### config.mk
export PLATFORM = sky130hd
export DESIGN_NAME = dffram_arbiter2
export DESIGN_NICKNAME = d
export VERILOG_FILES = /design/src/rtl/dffram_arb_pkg.sv /design/src/rtl/dffram_rd_return.sv /design/src/rtl/dffram_arbiter2.sv
export SDC_FILE = /design/constraint.sdc
export NUM_CORES = 1
export LEC_CHECK = 0
export CAP_MARGIN = 20
export CORE_UTILIZATION = 36
export DETAILED_ROUTE_END_ITERATION = 7
export PLACE_DENSITY_LB_ADDON = 0.1
export SLEW_MARGIN = 5
export SYNTH_ARGS = -nofsm -noshare
export SYNTH_HDL_FRONTEND = slang
export SYNTH_SLANG_ARGS = --single-unit
### constraint.sdc
create_clock -name CLK -period 3.6 [get_ports CLK]
set_clock_uncertainty 0.2 [all_clocks]
set_input_delay 0.72 -clock CLK [delete_from_list [all_inputs] [get_ports CLK]]
set_output_delay 0.72 -clock CLK [all_outputs]
set_load 0.005 [all_outputs]
### src/rtl/dffram_arb_pkg.sv
// Shared definitions for the two-port DFFRAM arbiter: geometry defaults,
// port-ID constants and the saturating statistics counter helper.
// No logic of its own; latency and backpressure are defined by the users.
package dffram_arb_pkg;

   localparam int AW_DEF    = 9;
   localparam int DW_DEF    = 32;
   localparam int WSIZE_DEF = DW_DEF / 8;

   // Port identifiers, also used as the value of the round-robin pointer.
   localparam logic PORT0 = 1'b0;
   localparam logic PORT1 = 1'b1;

   // Statistics counters (only used when DFFRAM_ARB_STATS_EN is defined).
   localparam int                STAT_W   = 16;
   localparam logic [STAT_W-1:0] STAT_MAX = {STAT_W{1'b1}};

   // Increment by one when en is set, sticking at STAT_MAX instead of wrapping.
   function automatic logic [STAT_W-1:0] sat_inc(input logic [STAT_W-1:0] v,
                                                 input logic              en);
      return (en && (v != STAT_MAX)) ? v + 1'b1 : v;
   endfunction

endpackage

### src/rtl/dffram_rd_return.sv
// Read-return pipeline: remembers which port issued a read and delivers RAM data to it.
// Latency: read granted in cycle N -> do/rvalid for that port in cycle N+2.
// No backpressure: one read per cycle accepted, each return is a single-cycle pulse.
//
// Ports:
//   CLK, RESETn          clock, async active-low reset
//   rd_fire_i            a read is granted this cycle
//   rd_port_i            port ID of that read
//   ram_do_i             RAM read data (valid the cycle after the grant)
//   rvalid0_o/rvalid1_o  one-cycle return pulse per port
//   do0_o/do1_o          registered read data per port, held between returns
module dffram_rd_return
   import dffram_arb_pkg::*;
#(
   parameter int DW = DW_DEF
) (
   input  logic          CLK,
   input  logic          RESETn,
   input  logic          rd_fire_i,
   input  logic          rd_port_i,
   input  logic [DW-1:0] ram_do_i,
   output logic          rvalid0_o,
   output logic          rvalid1_o,
   output logic [DW-1:0] do0_o,
   output logic [DW-1:0] do1_o
);

   // Stage 1: read issued last edge, RAM_DO valid in this cycle.
   logic          rd1_q, rd1_d;
   logic          id_q, id_d;
   // Stage 2: captured data and return pulse.
   logic          rv0_q, rv0_d, rv1_q, rv1_d;
   logic [DW-1:0] do0_q, do0_d, do1_q, do1_d;

   always_comb begin
      rd1_d = rd_fire_i;
      id_d  = rd_port_i;
      rv0_d = rd1_q && (id_q == PORT0);
      rv1_d = rd1_q && (id_q == PORT1);
      do0_d = rv0_d ? ram_do_i : do0_q;
      do1_d = rv1_d ? ram_do_i : do1_q;
   end

   always_ff @(posedge CLK or negedge RESETn) begin
      if (!RESETn) begin
         rd1_q <= 1'b0;
         id_q  <= PORT0;
         rv0_q <= 1'b0;
         rv1_q <= 1'b0;
         do0_q <= '0;
         do1_q <= '0;
      end else begin
         rd1_q <= rd1_d;
         id_q  <= id_d;
         rv0_q <= rv0_d;
         rv1_q <= rv1_d;
         do0_q <= do0_d;
         do1_q <= do1_d;
      end
   end

   assign rvalid0_o = rv0_q;
   assign rvalid1_o = rv1_q;
   assign do0_o     = do0_q;
   assign do1_o     = do1_q;

endmodule

### src/rtl/dffram_arbiter2.sv
// Two-port round-robin arbiter in front of a single-port 512x32 DFFRAM macro.
// Latency: grant is combinational; writes complete at the grant edge, reads return 2 cycles later.
// Backpressure: a requester holds REQx/WEx/Ax/DIx until GNTx; reads are never stalled once granted.
//
// Ports: CLK/RESETn; per port x: REQx, WEx (all-zero = read), Ax, DIx in;
//        GNTx, RVALIDx, DOx out. RAM side: RAM_EN/RAM_WE/RAM_A/RAM_DI out, RAM_DO in.
// Optional build macro DFFRAM_ARB_STATS_EN adds saturating counters GCNT0, GCNT1
// (grants per port) and CCNT (cycles with both ports requesting).
module dffram_arbiter2
   import dffram_arb_pkg::*;
#(
   parameter int AW    = AW_DEF,
   parameter int DW    = DW_DEF,
   parameter int WSIZE = WSIZE_DEF
) (
   input  logic             CLK,
   input  logic             RESETn,
   input  logic             REQ0,
   input  logic [WSIZE-1:0] WE0,
   input  logic [AW-1:0]    A0,
   input  logic [DW-1:0]    DI0,
   input  logic             REQ1,
   input  logic [WSIZE-1:0] WE1,
   input  logic [AW-1:0]    A1,
   input  logic [DW-1:0]    DI1,
   output logic             GNT0,
   output logic             GNT1,
   output logic             RVALID0,
   output logic             RVALID1,
   output logic [DW-1:0]    DO0,
   output logic [DW-1:0]    DO1,
   output logic             RAM_EN,
   output logic [WSIZE-1:0] RAM_WE,
   output logic [AW-1:0]    RAM_A,
   output logic [DW-1:0]    RAM_DI,
   input  logic [DW-1:0]    RAM_DO
`ifdef DFFRAM_ARB_STATS_EN
   ,
   output logic [STAT_W-1:0] GCNT0,
   output logic [STAT_W-1:0] GCNT1,
   output logic [STAT_W-1:0] CCNT
`endif
);

   // Port that won most recently; resets to PORT1 so port 0 wins first contention.
   logic last_q, last_d;
   logic gnt0, gnt1;
   logic rd_fire;

   always_comb begin
      gnt0    = REQ0 && (!REQ1 || (last_q == PORT1));
      gnt1    = REQ1 && (!REQ0 || (last_q == PORT0));
      last_d  = gnt0 ? PORT0 : (gnt1 ? PORT1 : last_q);
      rd_fire = (gnt0 && (WE0 == '0)) || (gnt1 && (WE1 == '0));
   end

   always_ff @(posedge CLK or negedge RESETn) begin
      if (!RESETn) last_q <= PORT1;
      else         last_q <= last_d;
   end

   assign GNT0 = gnt0;
   assign GNT1 = gnt1;

   // RAM port mux; everything held at zero when idle.
   always_comb begin
      RAM_EN = gnt0 || gnt1;
      RAM_WE = '0;
      RAM_A  = '0;
      RAM_DI = '0;
      if (gnt0) begin
         RAM_WE = WE0;
         RAM_A  = A0;
         RAM_DI = DI0;
      end else if (gnt1) begin
         RAM_WE = WE1;
         RAM_A  = A1;
         RAM_DI = DI1;
      end
   end

   dffram_rd_return #(.DW(DW)) u_rd_return (
      .CLK       (CLK),
      .RESETn    (RESETn),
      .rd_fire_i (rd_fire),
      .rd_port_i (gnt1),
      .ram_do_i  (RAM_DO),
      .rvalid0_o (RVALID0),
      .rvalid1_o (RVALID1),
      .do0_o     (DO0),
      .do1_o     (DO1)
   );

`ifdef DFFRAM_ARB_STATS_EN
   logic [STAT_W-1:0] gcnt0_q, gcnt1_q, ccnt_q;

   always_ff @(posedge CLK or negedge RESETn) begin
      if (!RESETn) begin
         gcnt0_q <= '0;
         gcnt1_q <= '0;
         ccnt_q  <= '0;
      end else begin
         gcnt0_q <= sat_inc(gcnt0_q, gnt0);
         gcnt1_q <= sat_inc(gcnt1_q, gnt1);
         ccnt_q  <= sat_inc(ccnt_q, REQ0 && REQ1);
      end
   end

   assign GCNT0 = gcnt0_q;
   assign GCNT1 = gcnt1_q;
   assign CCNT  = ccnt_q;
`endif

endmodule

# --- Word-level counts from Yosys, hierarchy flattened ---
# Cells that the tools add are included.
op_classes:
  reduce_logical: 15
  muxes: 8
  bitwise_logic: 2
ops:
  columns: ["operator", "count"]
  rows:
  - ["$mux 32", 2]
  - ["$mux 9", 2]
  - ["$logic_not 4->1", 2]
  - ["$mux 4", 2]
  - ["$logic_and 1x1->1", 6]
  - ["$logic_or 1x1->1", 4]
  - ["$logic_not 1->1", 2]
  - ["$mux 1", 2]
  - ["$not 1->1", 2]
  - ["$reduce_bool 2->1", 1]
word_totals:
  input_bits: 126
  out_inout_bits: 114
  elab_cells: 32
  regBits: 69

# --- Depth between registers and ports, before layout ---
# Gate-level depths: netlist (run 1).
logic_depth:
  depth_word: 5
  depth_mapped: 5
  depth_no_buf: 3

# --- Hierarchy ---
# From an unflattened synthesis (run 1), not the netlist that was laid out.
unflattened:
  hier_cells: 210
  area_unflattened_um2: 3271.9
by_module_without_submodules:
  columns: ["mod", "cells_per_inst", "area_per_inst_um2", "instances", "seq_area_each_um2"]
  rows:
  - ["dffram_rd_return", 143, 2663.8, 1, 1701.6]
  - ["dffram_arbiter2", 67, 608.1, 1, 26.3]

# --- Worst setup path before layout (run 1) ---
# No wires, ideal clock.
synth_timing:
  path_kind: "input-to-output"
  start: "in REQ1"
  end: "out RAM_DI[0]"
  required_ns: 2.680
  path_slack_ns: 1.330
  arrival_ns: 1.350
  path_buffers: 2
  path_stages: 4
  cell_sequence: "a21boi_2 buf_6 buf_6 a22o_1"
synth_between:
  elab_chain_cells: 4
  word_cells_on_any_way: 6
  classes_between: "mux (2); reduce/logical (4)"
synth_lines:
  columns: ["element", "line", "source"]
  rows:
  - ["start: declaration", "dffram_arbiter2.sv:22", "input logic REQ1,"]
  - ["$logic_not 1->1", "dffram_arbiter2.sv:51", "gnt0 = REQ0 && (!REQ1 || (last_q == PORT1));"]
  - ["$logic_or 1x1->1", "dffram_arbiter2.sv:51", null]
  - ["$logic_and 1x1->1", "dffram_arbiter2.sv:51", null]
  - ["$mux 32 *", "dffram_arbiter2.sv:71", "if (gnt0) begin"]
  - ["end: declaration", "dffram_arbiter2.sv:35", "output logic [DW-1:0] RAM_DI,"]
# Every way passes the cells marked *; elsewhere a longest branch is shown, timed or not.

# --- Worst setup path after layout (run 1) ---
layout_timing:
  start: "in REQ0"
  end: "out RAM_DI[13]"
layout_between:
  elab_chain_cells: 5
  word_cells_on_any_way: 6
  classes_between: "mux (2); reduce/logical (4)"
layout_lines:
  columns: ["element", "line", "source"]
  rows:
  - ["start: declaration", "dffram_arbiter2.sv:18", "input logic REQ0,"]
  - ["$logic_not 1->1", "dffram_arbiter2.sv:52", "gnt1 = REQ1 && (!REQ0 || (last_q == PORT0));"]
  - ["$logic_or 1x1->1", "dffram_arbiter2.sv:52", null]
  - ["$logic_and 1x1->1", "dffram_arbiter2.sv:52", null]
  - ["$mux 32", "dffram_arbiter2.sv:75", "end else if (gnt1) begin"]
  - ["$mux 32 *", "dffram_arbiter2.sv:71", null]
# Marked as above.

==> qor.yml, run 1 <==
outcome:
  status: "finished, final reports clean"
placement:
  place.port_buffers: 239
  gp_congestion: 0.738
  hpwl_um: 7750
finish:
  area_delta_synth_final_pct: 85.8
  layout-drive-gt1-share_pct: 20.1
  multi_input_area_mm2: 0.00121
  seq_area_mm2: 0.00173
  count_of_inserted_antenna_diode_cells: 0
  fillerInstances: 639
  final_net_count: 574
synth:
  post_synth_instance_area_mm2: 0.00308
  synth_top_cell_by_area: "sky130_fd_sc_hd__dfrtp_1"
  postSynth.topFlopCell: "sky130_fd_sc_hd__dfrtp_1"
  synth.top_cell.area_share_pct: 55.2
  synth-async-reset-ratio_pct: 100
  sequential_to_total_area_share_from_yosys_stat_pct: 56.1
  ys_seq_elements: 69
  yosysUniqueCellTypes: 18
  post_synth_inst_count: 208
  ys_warn_count: 0
  synth_edf_count: 0
  post-synth-top-count-cell: "sky130_fd_sc_hd__dfrtp_1"
  synth.area.top_cells: "sky130_fd_sc_hd__dfrtp_1 (55%), sky130_fd_sc_hd__mux2_2 (23%), sky130_fd_sc_hd__a22o_1 (13%), sky130_fd_sc_hd__buf_6 (4.0%), sky130_fd_sc_hd__dfstp_2 (0.85%)"
  synth_compound_area_share_pct: 14.0
  synth_top_family_by_area: "multiplexers"
  yosys-mux-area-fraction_pct: 23.4
  synth_fa_ha_area_share_pct: 0
  yosys.area_share.xor_xnor_pct: 0
  yosys.area_share.simple_pct: 1.18
  synth_common_cells: "sky130_fd_sc_hd__dfrtp_1 (68), sky130_fd_sc_hd__mux2_2 (62), sky130_fd_sc_hd__a22o_1 (45)"
  syn-mean-instance-area_um2: 14.8
  syn-num-nets: 334
detailed_routing:
  route.detailed.vias_per_inst: 4.87
  wl_per_cell_um: 17.8
  wirelength_met1_um: 3980
  drt_drc_violations_left: 0
  detail_route.wirelength_um: 9910
  detailedRoute.firstIterationViolations: 50
  met2WireLength_um: 4910
  postRouteAntennaNets: 0
  highest-signal-layer: "met4"
  drt_pre_antenna_iters: 4
  met3_length_um: 907
  routed-via-count: 2711
floorplan:
  chipHeight_um: 94.5
  die-area_mm2: 0.00893
  start_util_pct: 37.3
  design.core.area_mm2: 0.00826
  fp_rows: 33
  die_width_um: 94.5
  ports_placed_on_the_boundary: 240
sta:
  slew_viol_final: 0
  report.final.hold_viol_count: 0
  grt_setup_unrepaired: "false"
  maxClockFrequency_mhz: 293
  timing.setup.tns_ps: 0
  fin_crit_sh_pct: 94.8
  timing.final.setup_violations: 0
  worst_slew_margin_rel_pct: 36.2
  worst_slew_pin_slew_ps: 955
  min_period_ps: 3410
global_route:
  maximum_number_of_pins_on_one_net_before_global_route_repair: 41
  grt_first_pass_wirelength_um: 14400
  grt_pass1_vias: 2636
  antenna_found_initial: 0
  grt-ovfl-total: 0
  globalRouteTotalUtil_pct: 21.9
cts:
  cts_buffers: 9
  ctsResizeCount: 0
  numClockSinks: 69
  clock_tree.buffer_depth: 2
  cts_root_buffer: "sky130_fd_sc_hd__clkbuf_8"
  cts.reportedPaths.clkPinSlew_ps: 70
  h-tree-depth: 3
  hold_buffers: 0
  clkLatencyLatePin_ps: 330
  tritoncts_clock_tree: "done"
  postCtsSetupRepairBufs: 0
setup_path:
  reg2reg_depth: 2
  worst-r2r-setup-slack_ps: 1690
  crit-reg2reg-capture: "u_rd_return.do0_o[2]"
  cp.required_ps: 2680
  r2r_start: "u_rd_return.id_q"
  startpoint_type: "input pin"
  critical_path_peak_fanout: 39
  critical_path.endpoint_type: "output pin"
  critical_path_class: "in2out"
  critical_path_arrival_ps: 2490
power:
  power.combinational.fraction_pct: 39.0
  peakVddDrop_v: 0.000283
  seq_power_share_pct: 39.9
  cellPowerDensity_mw_per_mm2: 486
  power.switching_uw: 697
  static-leakage-power_uw: 0.00238
  final_total_pwr_uw: 2780
  power.clock.fraction_pct: 21.1
  switching_portion_of_total_power_pct: 25.0
  cell_int_power_uw: 2080
hold_path:
  holdCritPathClass: "in2async"
run:
  max_cap_viol_count: 0
[flip-flops by register name (all words and copies together) (netlist names)]
signal	count
u_rd_return.do0_o	32
last_q	1
u_rd_return.rvalid0_o	1
u_rd_return.do1_o	32
u_rd_return.id_q	1
u_rd_return.rvalid1_o	1
u_rd_return.rd1_q	1
[cells in the final DEF (no fill, tap or decap)]
master	synthesis	routed
sky130_fd_sc_hd__a21bo_2	1	1
sky130_fd_sc_hd__a21boi_4	0	2
sky130_fd_sc_hd__a21oi_1	1	1
sky130_fd_sc_hd__a22o_1	45	45
sky130_fd_sc_hd__buf_12	0	2
sky130_fd_sc_hd__buf_2	5	1
sky130_fd_sc_hd__buf_4	1	5
sky130_fd_sc_hd__bufinv_16	0	1
sky130_fd_sc_hd__clkbuf_1	0	1
sky130_fd_sc_hd__clkbuf_8	0	9
sky130_fd_sc_hd__clkdlybuf4s50_1	0	238
sky130_fd_sc_hd__clkinv_2	0	3
sky130_fd_sc_hd__clkinvlp_4	0	1
sky130_fd_sc_hd__dfrtp_1	68	68
sky130_fd_sc_hd__dfstp_2	1	1
sky130_fd_sc_hd__inv_1	1	1
sky130_fd_sc_hd__inv_2	1	1
sky130_fd_sc_hd__mux2_1	2	2
sky130_fd_sc_hd__mux2_2	62	62
sky130_fd_sc_hd__nand2_1	2	2
sky130_fd_sc_hd__nor2_1	1	1
sky130_fd_sc_hd__nor2b_4	0	1
sky130_fd_sc_hd__nor4_1	2	2
sky130_fd_sc_hd__or2_2	1	1
[stage by stage]
stage | utilization [%] | area (µm²) | std cells | hold WS, ps | setup slack [ps]
2_1_floorplan | - | 3080 | 208 | 224 | 1330
3_3_place_gp | 67.1 | 5540 | 542 | 271 | 240
5_1_grt | 69.3 | 5720 | 557 | 301 | 121
3_5_place_dp | 67.1 | 5540 | 542 | 286 | 199
6_report | 69.3 | 5720 | 557 | 244 | 186
4_1_cts | 69.3 | 5720 | 557 | 263 | 195
[metal layers]
metal,vias to the layer above,track usage [%]
met1,1316,28.0
met5,-,0
met4,0,6.44
met3,10,8.37
li1,1260,-
met2,125,34.6
[cells by family (layout without fill, tap and decap cells)]
logic type	count (synthesis)	in the layout
multiplexers	64	64
AND/OR/NAND/NOR	7	7
AO/OA/AOI/OAI	49	49
buffers and inverters	19	263
flip-flops	69	69
[worst max-delay path, stage by stage]
cell	delay, ps
sky130_fd_sc_hd__clkdlybuf4s50_1	580
sky130_fd_sc_hd__a21boi_4	250
sky130_fd_sc_hd__buf_12	210
sky130_fd_sc_hd__a22o_1	180
sky130_fd_sc_hd__clkdlybuf4s50_1	520
[power groups by stage]
stage / logic, µW / clock network, µW / registers [µW]
final: 1090 / 586 / 1110
after global routing: 1160 / 639 / 1140
after CTS: 1100 / 602 / 1110
after detailed placement: 1090 / 0 / 1120
after global placement: 1080 / 0 / 1110
after floorplan: 296 / 0 / 1140
[worst max-delay path by stage]
stage / endpoint / slack (ps) / start / cells after the start
floorplan: RAM_DI[0] / 1330 / REQ1 / 4
global placement: RAM_DI[19] / 240 / REQ1 / 5
detailed placement: RAM_DI[12] / 200 / REQ1 / 5
CTS: RAM_DI[12] / 200 / REQ1 / 5
global route: RAM_DI[12] / 120 / REQ1 / 5
finish: RAM_DI[13] / 190 / REQ0 / 5
[final cells by class]
class	instances	area share, %
clock buffers	10	2.23
clock inverters	5	0.918
inverters	2	0.131
multi-input cells	120	21.2
flip-flops and latches	69	30.2
well taps	105	2.30
repair buffers	246	43.1
Note: power is estimated with default switching activity, not from simulation.
==> inputs of run 2 (changes only) <==
- CORE_AREA: default -> 2 2 92 94
- CORE_UTILIZATION: 36 -> default
- DIE_AREA: default -> 0 0 94 96
- DONT_BUFFER_PORTS: default -> 1
==> run 2 against run 1 <==
  * Design area down 42%
  * Register-to-register slack got worse by 170 ps
  * Power shrank 23%
  * Maximum frequency grew 26%
  * Final cell count down 43%
  * Core utilization fell by 28 points
  * Routed wire length down 17%
  * Largest power group unchanged
  * Die area increased by 1.0%
  * Global-route usage is 5.4 points lower
==> qor.yml, run 2 (synthesis results as in run 1) <==
placement:
  gp_congestion: 0.701
  numPlacedInstances: 299
  place.port_buffers: 0
  postPlaceCellArea_mm2: 0.00310
  hpwl_um: 6330
outcome:
  status: "finished, final reports clean"
floorplan:
  fp_rows: 33
  ports_placed_on_the_boundary: 240
  die_width_um: 94
  die-area_mm2: 0.00902
  start_util_pct: 38.3
  chipHeight_um: 96
  design.core.area_mm2: 0.00805
finish:
  multi_input_area_mm2: 0.00121
  final_common_cell: "sky130_fd_sc_hd__dfrtp_1"
  mostFrequentLayoutCells: "sky130_fd_sc_hd__dfrtp_1 (68), sky130_fd_sc_hd__mux2_2 (62), sky130_fd_sc_hd__a22o_1 (45), sky130_fd_sc_hd__clkbuf_8 (10), sky130_fd_sc_hd__buf_4 (3)"
  postLayoutCellArea_mm2: 0.00333
  layout-drive-gt1-share_pct: 41.0
  fillerInstances: 758
  final_net_count: 333
  finish.cell_count_without_fillers: 317
  area_delta_synth_final_pct: 8.16
  count_of_inserted_antenna_diode_cells: 0
  final_core_utilization_pct: 41.4
  seq_area_mm2: 0.00173
cts:
  postCtsSetupRepairBufs: 0
  numClockSinks: 69
  cts_root_buffer: "sky130_fd_sc_hd__clkbuf_8"
  tritoncts_clock_tree: "done"
  cts.reportedPaths.clkPinSlew_ps: 80
  clock_tree.buffer_depth: 2
  cts_buffers: 9
  clkLatencyLatePin_ps: 330
  h-tree-depth: 3
global_route:
  grt_first_pass_wirelength_um: 10800
  gr-usage-met3_pct: 7.44
  grtUsageMet1_pct: 19.3
  groute.layer.met2.usage_pct: 27.0
  grt_pass1_vias: 1950
  globalRouteTotalUtil_pct: 16.5
  maximum_number_of_pins_on_one_net_before_global_route_repair: 69
  antenna_found_initial: 0
  grt-ovfl-total: 0
  busiest_layer: "met2"
sta:
  worst_slew_pin_slew_ps: 1010
  grt_setup_unrepaired: "false"
  worst_slew_margin_rel_pct: 32.3
  min_period_ps: 2700
  slew_viol_final: 0
  report.final.hold_viol_count: 0
  timing.final.setup_violations: 0
  fin_crit_sh_pct: 75.0
  maxClockFrequency_mhz: 371
  timing.setup.tns_ps: 0
setup_path:
  startpoint_type: "flip-flop"
  critical_path_class: "reg2out"
  crit_start: "last_q"
  critical_path_peak_fanout: 47
  end_of_the_critical_path: "RAM_A[8]"
  critical_path_arrival_ps: 1780
  cp.required_ps: 2680
  critical_path.endpoint_type: "output pin"
  r2r_start: "u_rd_return.id_q"
  crit-reg2reg-capture: "u_rd_return.do1_o[19]"
  worst-r2r-setup-slack_ps: 1520
  reg2reg_depth: 3
power:
  seq_power_share_pct: 55.5
  cellPowerDensity_mw_per_mm2: 643
  power.clock.fraction_pct: 28.6
  cell_int_power_uw: 1550
  static-leakage-power_uw: 0.00146
  power.switching_uw: 597
  final_total_pwr_uw: 2140
  power.combinational.fraction_pct: 15.9
  switching_portion_of_total_power_pct: 27.8
  peakVddDrop_v: 0.000226
run:
  max_cap_viol_count: 0
detailed_routing:
  detail_route.wirelength_um: 8180
  wl_per_cell_um: 25.8
  routed-via-count: 1828
  postRouteAntennaNets: 0
  detailedRoute.firstIterationViolations: 41
  drt_pre_antenna_iters: 4
  drt_drc_violations_left: 0
  route.detailed.vias_per_inst: 5.77
hold_path:
  holdCritPathClass: "in2async"
-- run 2: area by class of cell --
| cell class | count | share of cell area, % |
|---|---|---|
| Clock inverter | 4 | 1.46 |
| Multi-Input combinational cell | 120 | 36.3 |
| Timing Repair Buffer | 5 | 1.80 |
| Sequential cell | 69 | 51.9 |
| Inverter | 2 | 0.225 |
| Tap cell | 105 | 3.94 |
| Clock buffer | 12 | 4.36 |
-- run 2: repair_timing --
item	in CTS	in global routing
hold buffers	1	1
resized for setup	0	0
endpoints found under the hold margin	68	1
-- run 2: how the worst min path moves through the flow --
| stage | from | endpoint | cells after the start |
|---|---|---|---|
| after CTS | RESETn | last_q | 0 |
| after floorplan | RESETn | u_rd_return.do0_o[0] | 0 |
| after global routing | RESETn | u_rd_return.do1_o[17] | 1 |
| after detailed placement | RESETn | u_rd_return.do1_o[17] | 0 |
| after global placement | RESETn | u_rd_return.do1_o[17] | 0 |
| final | RESETn | u_rd_return.do1_o[17] | 1 |
-- run 2: critical path: stages, from the launching register on --
cell	delay (ps)
sky130_fd_sc_hd__dfstp_2	580
sky130_fd_sc_hd__inv_2	60
sky130_fd_sc_hd__a21boi_4	130
sky130_fd_sc_hd__buf_4	400
sky130_fd_sc_hd__a22o_1	260
-- run 2: power groups by stage --
stage	sequential (µW)	combinational, µW	clock [µW]
after floorplan	1140	296	0
after global placement	1210	307	0
after detailed placement	1210	329	0
after CTS	1200	347	633
after global routing	1220	374	671
final	1190	342	612
-- run 2: per-stage QoR --
stage | hold slack [ps] | worst slack [ps]
4_1_cts | 1.06 | 888
3_3_place_gp | 226 | 1170
2_1_floorplan | 224 | 1330
6_report | 60.5 | 901
3_5_place_dp | 226 | 1140
5_1_grt | 60.2 | 806
-- run 2: per-layer routing --
layer | part of all wire [%] | wire length (µm)
met1 | 37 | 3040
met2 | 51 | 4150
met3 | 11 | 871
met4 | 1.4 | 118
met5 | 0 | 0
